File: config.mk
export PLATFORM = sky130hd
export DESIGN_NAME = conv_seq_ctrl
export DESIGN_NICKNAME = d
export VERILOG_FILES = /design/src/rtl/conv_seq_ctrl.sv
export SDC_FILE = /design/constraint.sdc
export NUM_CORES = 1
export LEC_CHECK = 0
export BUFFER_PORTS_ARGS = -buffer_cell sky130_fd_sc_hd__buf_2
export CORE_AREA = 2 2 57 59
export DETAILED_ROUTE_END_ITERATION = 12
export DIE_AREA = 0 0 59 61
export PLACE_DENSITY = 0.76
export SYNTH_ARGS = -nofsm -noshare
export SYNTH_HDL_FRONTEND = slang
export SYNTH_SLANG_ARGS = --single-unit
File: constraint.sdc
create_clock -name clk -period 2.3 [get_ports clk]
set_input_delay 0.115 -clock clk [delete_from_list [all_inputs] [get_ports clk]]
set_output_delay 0.115 -clock clk [all_outputs]
set_load 0.1 [all_outputs]
File: src/rtl/conv_seq_ctrl.sv
// rtl/conv_seq_ctrl.sv - control sequencer for the F/X loaded convolution datapath
// Loads F, streams X through the window, tracks real windows down the pipe, counts outputs.
module conv_seq_ctrl #(
  parameter int X_SIZE       = 128,
  parameter int F_SIZE       = 32,
  parameter int PLINE_STAGES = 3
) (
  input  logic                      clk,
  input  logic                      reset,
  input  logic                      s_valid_f,
  output logic                      s_ready_f,
  output logic                      fmem_wr_en,
  output logic [$clog2(F_SIZE)-1:0] fmem_addr,
  input  logic                      s_valid_x,
  output logic                      s_ready_x,
  output logic                      xmem_wr_en,
  output logic                      en_pline_stages,
  output logic                      pline_clr,
  output logic                      conv_start,
  output logic                      m_valid_y,
  input  logic                      m_ready_y,
  output logic                      conv_done
);

  localparam int N_OUT = X_SIZE - F_SIZE + 1;
  localparam int XC_W  = $clog2(X_SIZE + 1);
  localparam int FC_W  = $clog2(F_SIZE + 1);
  localparam int FA_W  = $clog2(F_SIZE);

  localparam logic [FC_W-1:0] F_LAST     = FC_W'(F_SIZE - 1);
  localparam logic [XC_W-1:0] X_LAST     = XC_W'(X_SIZE - 1);
  localparam logic [XC_W-1:0] X_FULL     = XC_W'(X_SIZE);
  localparam logic [XC_W-1:0] X_WIN_FIRST = XC_W'(F_SIZE - 1);
  localparam logic [XC_W-1:0] N_LAST     = XC_W'(N_OUT - 1);

  typedef enum logic [1:0] {
    ST_LOAD_F = 2'd0,
    ST_RUN    = 2'd1,
    ST_DRAIN  = 2'd2,
    ST_DONE   = 2'd3
  } state_t;

  state_t                  state_q, state_d;
  logic [FC_W-1:0]         f_cnt_q, f_cnt_d;
  logic [XC_W-1:0]         x_cnt_q, x_cnt_d;
  logic [XC_W-1:0]         out_cnt_q, out_cnt_d;
  logic                    win_pend_q, win_pend_d;
  logic [PLINE_STAGES-1:0] vbit_q, vbit_d;
  logic                    adv;

  // Any stage may move only when the output register is free to change.
  assign m_valid_y = vbit_q[PLINE_STAGES-1];
  assign adv       = ~m_valid_y | m_ready_y;
  assign fmem_addr = f_cnt_q[FA_W-1:0];

  always_comb begin
    state_d         = state_q;
    f_cnt_d         = f_cnt_q;
    x_cnt_d         = x_cnt_q;
    out_cnt_d       = out_cnt_q;
    win_pend_d      = win_pend_q;
    vbit_d          = vbit_q;
    s_ready_f       = 1'b0;
    fmem_wr_en      = 1'b0;
    s_ready_x       = 1'b0;
    xmem_wr_en      = 1'b0;
    en_pline_stages = 1'b0;
    pline_clr       = 1'b0;
    conv_start      = 1'b0;
    conv_done       = 1'b0;

    case (state_q)
      ST_LOAD_F: begin
        s_ready_f  = 1'b1;
        pline_clr  = 1'b1;
        fmem_wr_en = s_valid_f;
        if (fmem_wr_en) begin
          f_cnt_d = f_cnt_q + FC_W'(1);
          if (f_cnt_q == F_LAST) state_d = ST_RUN;
        end
      end
      ST_RUN: begin
        conv_start      = 1'b1;
        s_ready_x       = adv & (x_cnt_q < X_FULL);
        xmem_wr_en      = s_valid_x & s_ready_x;
        en_pline_stages = adv;
        if (xmem_wr_en) begin
          x_cnt_d = x_cnt_q + XC_W'(1);
          if (x_cnt_q == X_LAST) state_d = ST_DRAIN;
        end
      end
      ST_DRAIN: begin
        conv_start      = 1'b1;
        en_pline_stages = adv;
        if (m_valid_y && m_ready_y && (out_cnt_q == N_LAST)) state_d = ST_DONE;
      end
      default: begin
        conv_done  = 1'b1;
        pline_clr  = 1'b1;
        f_cnt_d    = '0;
        x_cnt_d    = '0;
        out_cnt_d  = '0;
        win_pend_d = 1'b0;
        vbit_d     = '0;
        state_d    = ST_LOAD_F;
      end
    endcase

    if (state_q != ST_DONE) begin
      if (m_valid_y && m_ready_y) out_cnt_d = out_cnt_q + XC_W'(1);
      // A window exists once F_SIZE samples have been shifted in.
      if (adv) begin
        win_pend_d = xmem_wr_en & (x_cnt_q >= X_WIN_FIRST);
        vbit_d[0]  = win_pend_q;
        for (int k = 1; k < PLINE_STAGES; k++) vbit_d[k] = vbit_q[k-1];
      end
    end
  end

  always_ff @(posedge clk or negedge reset) begin
    if (!reset) begin
      state_q    <= ST_LOAD_F;
      f_cnt_q    <= '0;
      x_cnt_q    <= '0;
      out_cnt_q  <= '0;
      win_pend_q <= 1'b0;
      vbit_q     <= '0;
    end else begin
      state_q    <= state_d;
      f_cnt_q    <= f_cnt_d;
      x_cnt_q    <= x_cnt_d;
      out_cnt_q  <= out_cnt_d;
      win_pend_q <= win_pend_d;
      vbit_q     <= vbit_d;
    end
  end

endmodule

==> impl_results.md, run 1 <==
- Hold Buf Count CTS: 1
- Hpwl dp: 2.20 mm
- Drc violations: 0
- Seq. cell area: 701 sq um
- Fin. Hold Viols: 0
- Period utilisation layout: 87.1%
- CTS Buffer Depth: 2
- Worst-path clk slew: 150 ps
- CP max stage delay: 450 ps
- WP data arrival: 1890 ps
- Total gr overflow: 0
- GPL Wtd Cong: 0.790
- Post-synthesis average cell area: 9.68 sq um
- Antenna-violating nets left: 0
- Starting DRT DRC Count: 43
- Final clock skew: 4.28 ps
- N_diodes: 0
- Clk_lat worst skew: 330 ps
- WL/cell: 13.9 um
- TritonCTS clock tree: built
- Die Ht: 61 um
- Worst setup EP type: output port
- Sequential power share: 58.0%
- Ys flop type: dfrtp_1
- Synth warn: 0
- Clock group share of total power: 36.8%
- GRT Total Usage: 18.9%
- Yosys cell types: 41
- Critical-path top delay cell: dfrtp_1
- P&R area growth vs syn: 11.2%
- Post-synth EDFFs: 0
- RSZ-0062 raised after global routing: false
- Logic pwr share: 5.1%
- Minimum clock period: 2000 ps
- Most frequent cells in the layout: dfrtp_1, nor2_1, buf_2
- Port Buffers: 18
- Mapped Cells: 167
- Setup violators final: 0
- Slew Limit Fails: 0
- Sw frac: 20.9%
- Worst Max-Slew Pin Slew: 636 ps
- Nets: 197
- Die area: 3600 sq um
- Vias per inst: 5.73
- Async set or reset register ratio after synthesis: 100%
- Largest net degree at the start of global routing: 29
- Slew margin rel.: 57.6%
- Root Buffer Master: clkbuf_4
- Syn Nets: 181
- Worst-path cell chain: inv_1, ha_4, clkinvlp_4, nor2_4, buf_2
- Final worst slack: 296 ps
- Starting Density: 54.7%
- Fill count: 251
- Pwr/cell area: 486 nW/um^2
- Cts bufs inserted: 3
- H-tree levels: 1
- Max-cap check violation count: 0
- Register area share after synthesis: 43.3%
- Commonest non-fill, non-tap cell in the layout: dfrtp_1
- Synth Register Bits: 28
- Final WL: 2.98 mm
- Max Fclk: 0.499 GHz
- Min Hold Slack: 84.3 ps
- Rows: 20
- WS Path Type: reg -> out
- Global-route wire length before repair: 5.20 mm
- VDD IR max: 0.265 mV
- Hold Path Class: in -> reg
- Number of global-route vias before repair: 1139
- Pre-CTS setup slack: 495 ps
- Layout cells sized above 1: 20.3%
- Status: completed
- Int Power: 691 uW
- Leakage power total: 0.000841 uW
- Multi-input logic area: 851 sq um
- Core area: 2950 sq um
- Die Wd: 59 um
- CP Launch Type: register
- Cts repair resizes: 0
- Initial antenna violation count: 0
- Drt pass-1 iters: 4
- Clock sinks: 28
- Setup Fix Bufs, Post-CTS: 0
- Data required, critical path: 2180 ps
- I/O pin total: 19
- Synth Cell Area: 1620 sq um
- Switching Power: 183 uW
- Crit path max fanout: 10
- Vias: 1232
-- cells by family after synthesis --
| family | count (synthesis) | share of synthesized area [%] |
|---|---|---|
| buffers and inverters | 19 | 6.11 |
| adder cells (fa/ha/maj) | 9 | 6.97 |
| XOR/XNOR | 12 | 6.50 |
| flip-flops | 28 | 43.3 |
| AO/OA/AOI/OAI | 25 | 10.9 |
| multiplexers | 4 | 2.94 |
| AND/OR/NAND/NOR | 70 | 23.2 |
-- power groups by stage --
stage / Sequential (uW) / Clock [uW] / Combinational [uW]
after floorplan: 515 / 0 / 23.5
after global routing: 508 / 352 / 52.1
after CTS: 507 / 336 / 45.2
after global placement: 516 / 0 / 42.2
final: 507 / 322 / 44.8
after detailed placement: 516 / 0 / 43.6
-- through the flow --
step                setup TNS (ps)  instances  util (%)  cell area (sq um)  power [uW]
floorplan                     -159        167         -               1660         538
detailed placement               0        210      58.8               1740         560
global placement                 0        210      58.8               1740         558
finish                           0        215      60.9               1800         874
global route                     0        215      60.9               1800         913
CTS                              0        215      60.9               1800         888
-- state kept, by name, indices dropped and copies added, names as in the netlist --
| register | cells |
|---|---|
| state_q | 2 |
| out_cnt_q | 8 |
| win_pend_q | 1 |
| vbit_q | 3 |
| x_cnt_q | 8 |
| f_cnt_q | 6 |
-- critical path, delay by kind of cell (launching register included) --
| family | cells | cell delay, ps |
|---|---|---|
| adder cells (fa/ha/maj) | 1 | 340 |
| buffers and inverters | 3 | 670 |
| flip-flops | 1 | 450 |
| AND/OR/NAND/NOR | 1 | 90 |
-- synth_stat cells, drive strengths merged (4+ instances only) --
library cell | number | area, sq um
a22o | 5 | 43.8
nor2 | 23 | 86.3
ha | 9 | 113
nand4 | 6 | 37.5
a21oi | 8 | 40.0
inv | 9 | 33.8
and2 | 4 | 25.0
nand2 | 12 | 45.0
dfrtp | 28 | 701
buf | 7 | 53.8
nand3 | 8 | 45.0
xor2 | 7 | 61.3
xnor2 | 5 | 43.8
-- path summary, 6_finish.rpt --
kind                       slack [ps]  startpoint  cells past startpoint               to
max                               300  state_q[0]                      5  en_pline_stages
max reg2reg                       480  state_q[0]                      6       x_cnt_q[5]
min                                80   m_ready_y                      3     out_cnt_q[1]
max in group asynchronous        1580       reset                      2       state_q[0]
min in group asynchronous         320       reset                      2        vbit_q[0]
min reg2reg                       540   vbit_q[0]                      2        vbit_q[0]
-- routing by layer --
layer	wire [um]	global-route usage, %	vias up
li1	-	-	614
met2	1400	31.0	17
met4	42	7.79	0
met5	0	0	-
met1	1450	25.9	597
met3	82	1.92	4
-- layout make-up --
type / count / share of cell area, %
multi-input combinational: 120 / 47.3
clock inverter: 1 / 1.67
tap: 33 / 2.30
sequential: 28 / 39.0
inverter: 9 / 2.09
clock buffer: 3 / 1.25
timing repair buffer: 21 / 6.40
No activity file was read; power rests on OpenSTA's default activity.
==> run 2: changes to the inputs <==
==> constraint.sdc (replaced) <==
create_clock -name clk -period 2.2 [get_ports clk]
set_input_delay 0.11 -clock clk [delete_from_list [all_inputs] [get_ports clk]]
set_output_delay 0.11 -clock clk [all_outputs]
set_load 0.1 [all_outputs]
==> run 2 against run 1 <==
First-iteration DRC count is 84% higher. Critical endpoint unchanged. Largest cell class unchanged. Utilization stayed put. Largest power group unchanged. Cell area stayed put. Critical path type unchanged.
==> impl_results.md, run 2 (synthesis results as in run 1) <==
- Setup_tns: 0 ps
- Commonest non-fill, non-tap cell in the layout: dfrtp_1
- Max Fclk: 0.496 GHz
- Vias: 1245
- Worst Max-Slew Pin Slew: 595 ps
- Pwr/cell area: 509 nW/um^2
- Drt pass-1 iters: 4
- Hold Path Class: in -> reg
- Final WL: 3.06 mm
- Crit path max fanout: 10
- CP Buf/Inv Count: 3
- Total gr overflow: 0
- CP Launch Type: register
- Die Ht: 61 um
- Status: completed
- Slew Limit Fails: 0
- Fin. Hold Viols: 0
- Final clock skew: 2.63 ps
- Global-route wire length before repair: 5.36 mm
- Final worst slack: 186 ps
- Fill count: 268
- CP max stage delay: 460 ps
- H-tree levels: 1
- Clock group share of total power: 37.1%
- Data required, critical path: 2090 ps
- Layout Cells excl Fill: 215
- I/O pin total: 19
- Antenna-violating nets left: 0
- Starting DRT DRC Count: 79
- Nets: 197
- VDD IR max: 0.310 mV
- Critical-path top delay cell: dfrtp_1
- Most frequent cells in the layout: dfrtp_1, nor2_1, buf_2
- Largest net degree at the start of global routing: 29
- Period utilisation layout: 91.6%
- Die Wd: 59 um
- Placed cells: 210
- Worst-path cell chain: inv_1, ha_4, clkinvlp_4, nor2_4, buf_2
- RSZ-0062 raised after global routing: false
- Sw frac: 21.0%
- P&R area growth vs syn: 11.2%
- Cts bufs inserted: 3
- GPL Wtd Cong: 0.793
- Max-cap check violation count: 0
- Setup violators final: 0
- Minimum clock period: 2010 ps
- Vias per inst: 5.79
- Slew margin rel.: 60.3%
- Drc violations: 0
- Hpwl dp: 2.32 mm
- Switching Power: 193 uW
- Initial antenna violation count: 0
- Pre-CTS setup slack: 399 ps
- Starting Density: 54.7%
- Clock sinks: 28
- GRT Total Usage: 19.5%
- Die area: 3600 sq um
- Clk_lat worst skew: 330 ps
- Worst-path clk slew: 150 ps
- CTS Buffer Depth: 2
- Worst setup EP type: output port
- TritonCTS clock tree: built
- Port Buffers: 18
- Root Buffer Master: clkbuf_4
- WP data arrival: 1900 ps
- WL/cell: 14.2 um
- Family with the most delay on the worst path: buffers and inverters
- Int Power: 723 uW
- Logic pwr share: 5.0%
- Layout cells sized above 1: 20.3%
- Rows: 20
- Top flop regs: out_cnt_q: 8 flops, x_cnt_q: 8 flops, f_cnt_q: 6 flops
- Sequential power share: 57.9%
- Core area: 2950 sq um
- N_diodes: 0
- Number of global-route vias before repair: 1224
- Leakage power total: 0.000841 uW
- WS Path Type: reg -> out
run 2: cell counts in the layout (fill, tap and decap cells not counted):
Identical to the previous run, type by type.
run 2: worst paths after layout:
path,endpoint,from,slack (ps),depth (start not counted)
min in group asynchronous,win_pend_q,reset,300,2
max in group asynchronous,state_q[1],reset,1520,2
worst min-delay path,out_cnt_q[1],m_ready_y,70,3
worst max-delay path,en_pline_stages,state_q[0],190,5
worst max register to register,x_cnt_q[5],state_q[0],370,6
worst min register to register,vbit_q[2],vbit_q[1],530,2
run 2: cell type report:
class | count | area, sq um | share of cell area [%]
clock inverter | 1 | 30.0 | 1.67
tap | 33 | 41.3 | 2.30
multi-input combinational | 120 | 851 | 47.3
timing repair buffer | 21 | 115 | 6.40
clock buffer | 3 | 22.5 | 1.25
inverter | 9 | 37.5 | 2.09
sequential | 28 | 701 | 39.0
run 2: power groups by stage:
stage                     logic, uW  clock network [uW]  registers (uW)
final                          45.6                 340             530
after global routing           53.6                 374             531
after CTS                      47.2                 348             530
after detailed placement       45.6                   0             540
after global placement         44.0                   0             539
after floorplan                24.6                   0             538
run 2: timing repair:
item / CTS / global route
gates resized for setup: 0 / 0
setup buffers: 0 / 0
endpoints found under the hold margin: 28 / 0
hold buffers: 1 / 0
run 2: metal layers:
layer / share of wire [%] / global-route usage [%]
met1: 45 / 26.2
met3: 4.8 / 2.56
met5: 0 / 0
met4: 0.56 / 4.55
met2: 49 / 34.0
run 2: metrics by stage:
stage / power, uW / cell area [sq um] / utilization [%] / hold slack [ps]
floorplan: 563 / 1660 / - / -186
global placement: 583 / 1740 / 58.8 / 154
detailed placement: 585 / 1740 / 58.8 / 161
CTS: 925 / 1800 / 60.9 / 69.5
global route: 959 / 1800 / 60.9 / 64.6
finish: 915 / 1800 / 60.9 / 74.8
run 2: worst reg2reg max path, delay by kind of cell, from the launching register on:
family / cells / cell delay [ps]
and+or+nand+nor: 2 / 650
DFF: 1 / 460
adders and majority gates: 1 / 250
AOI/OAI and AO/OA: 2 / 250
buffers and inverters: 1 / 110
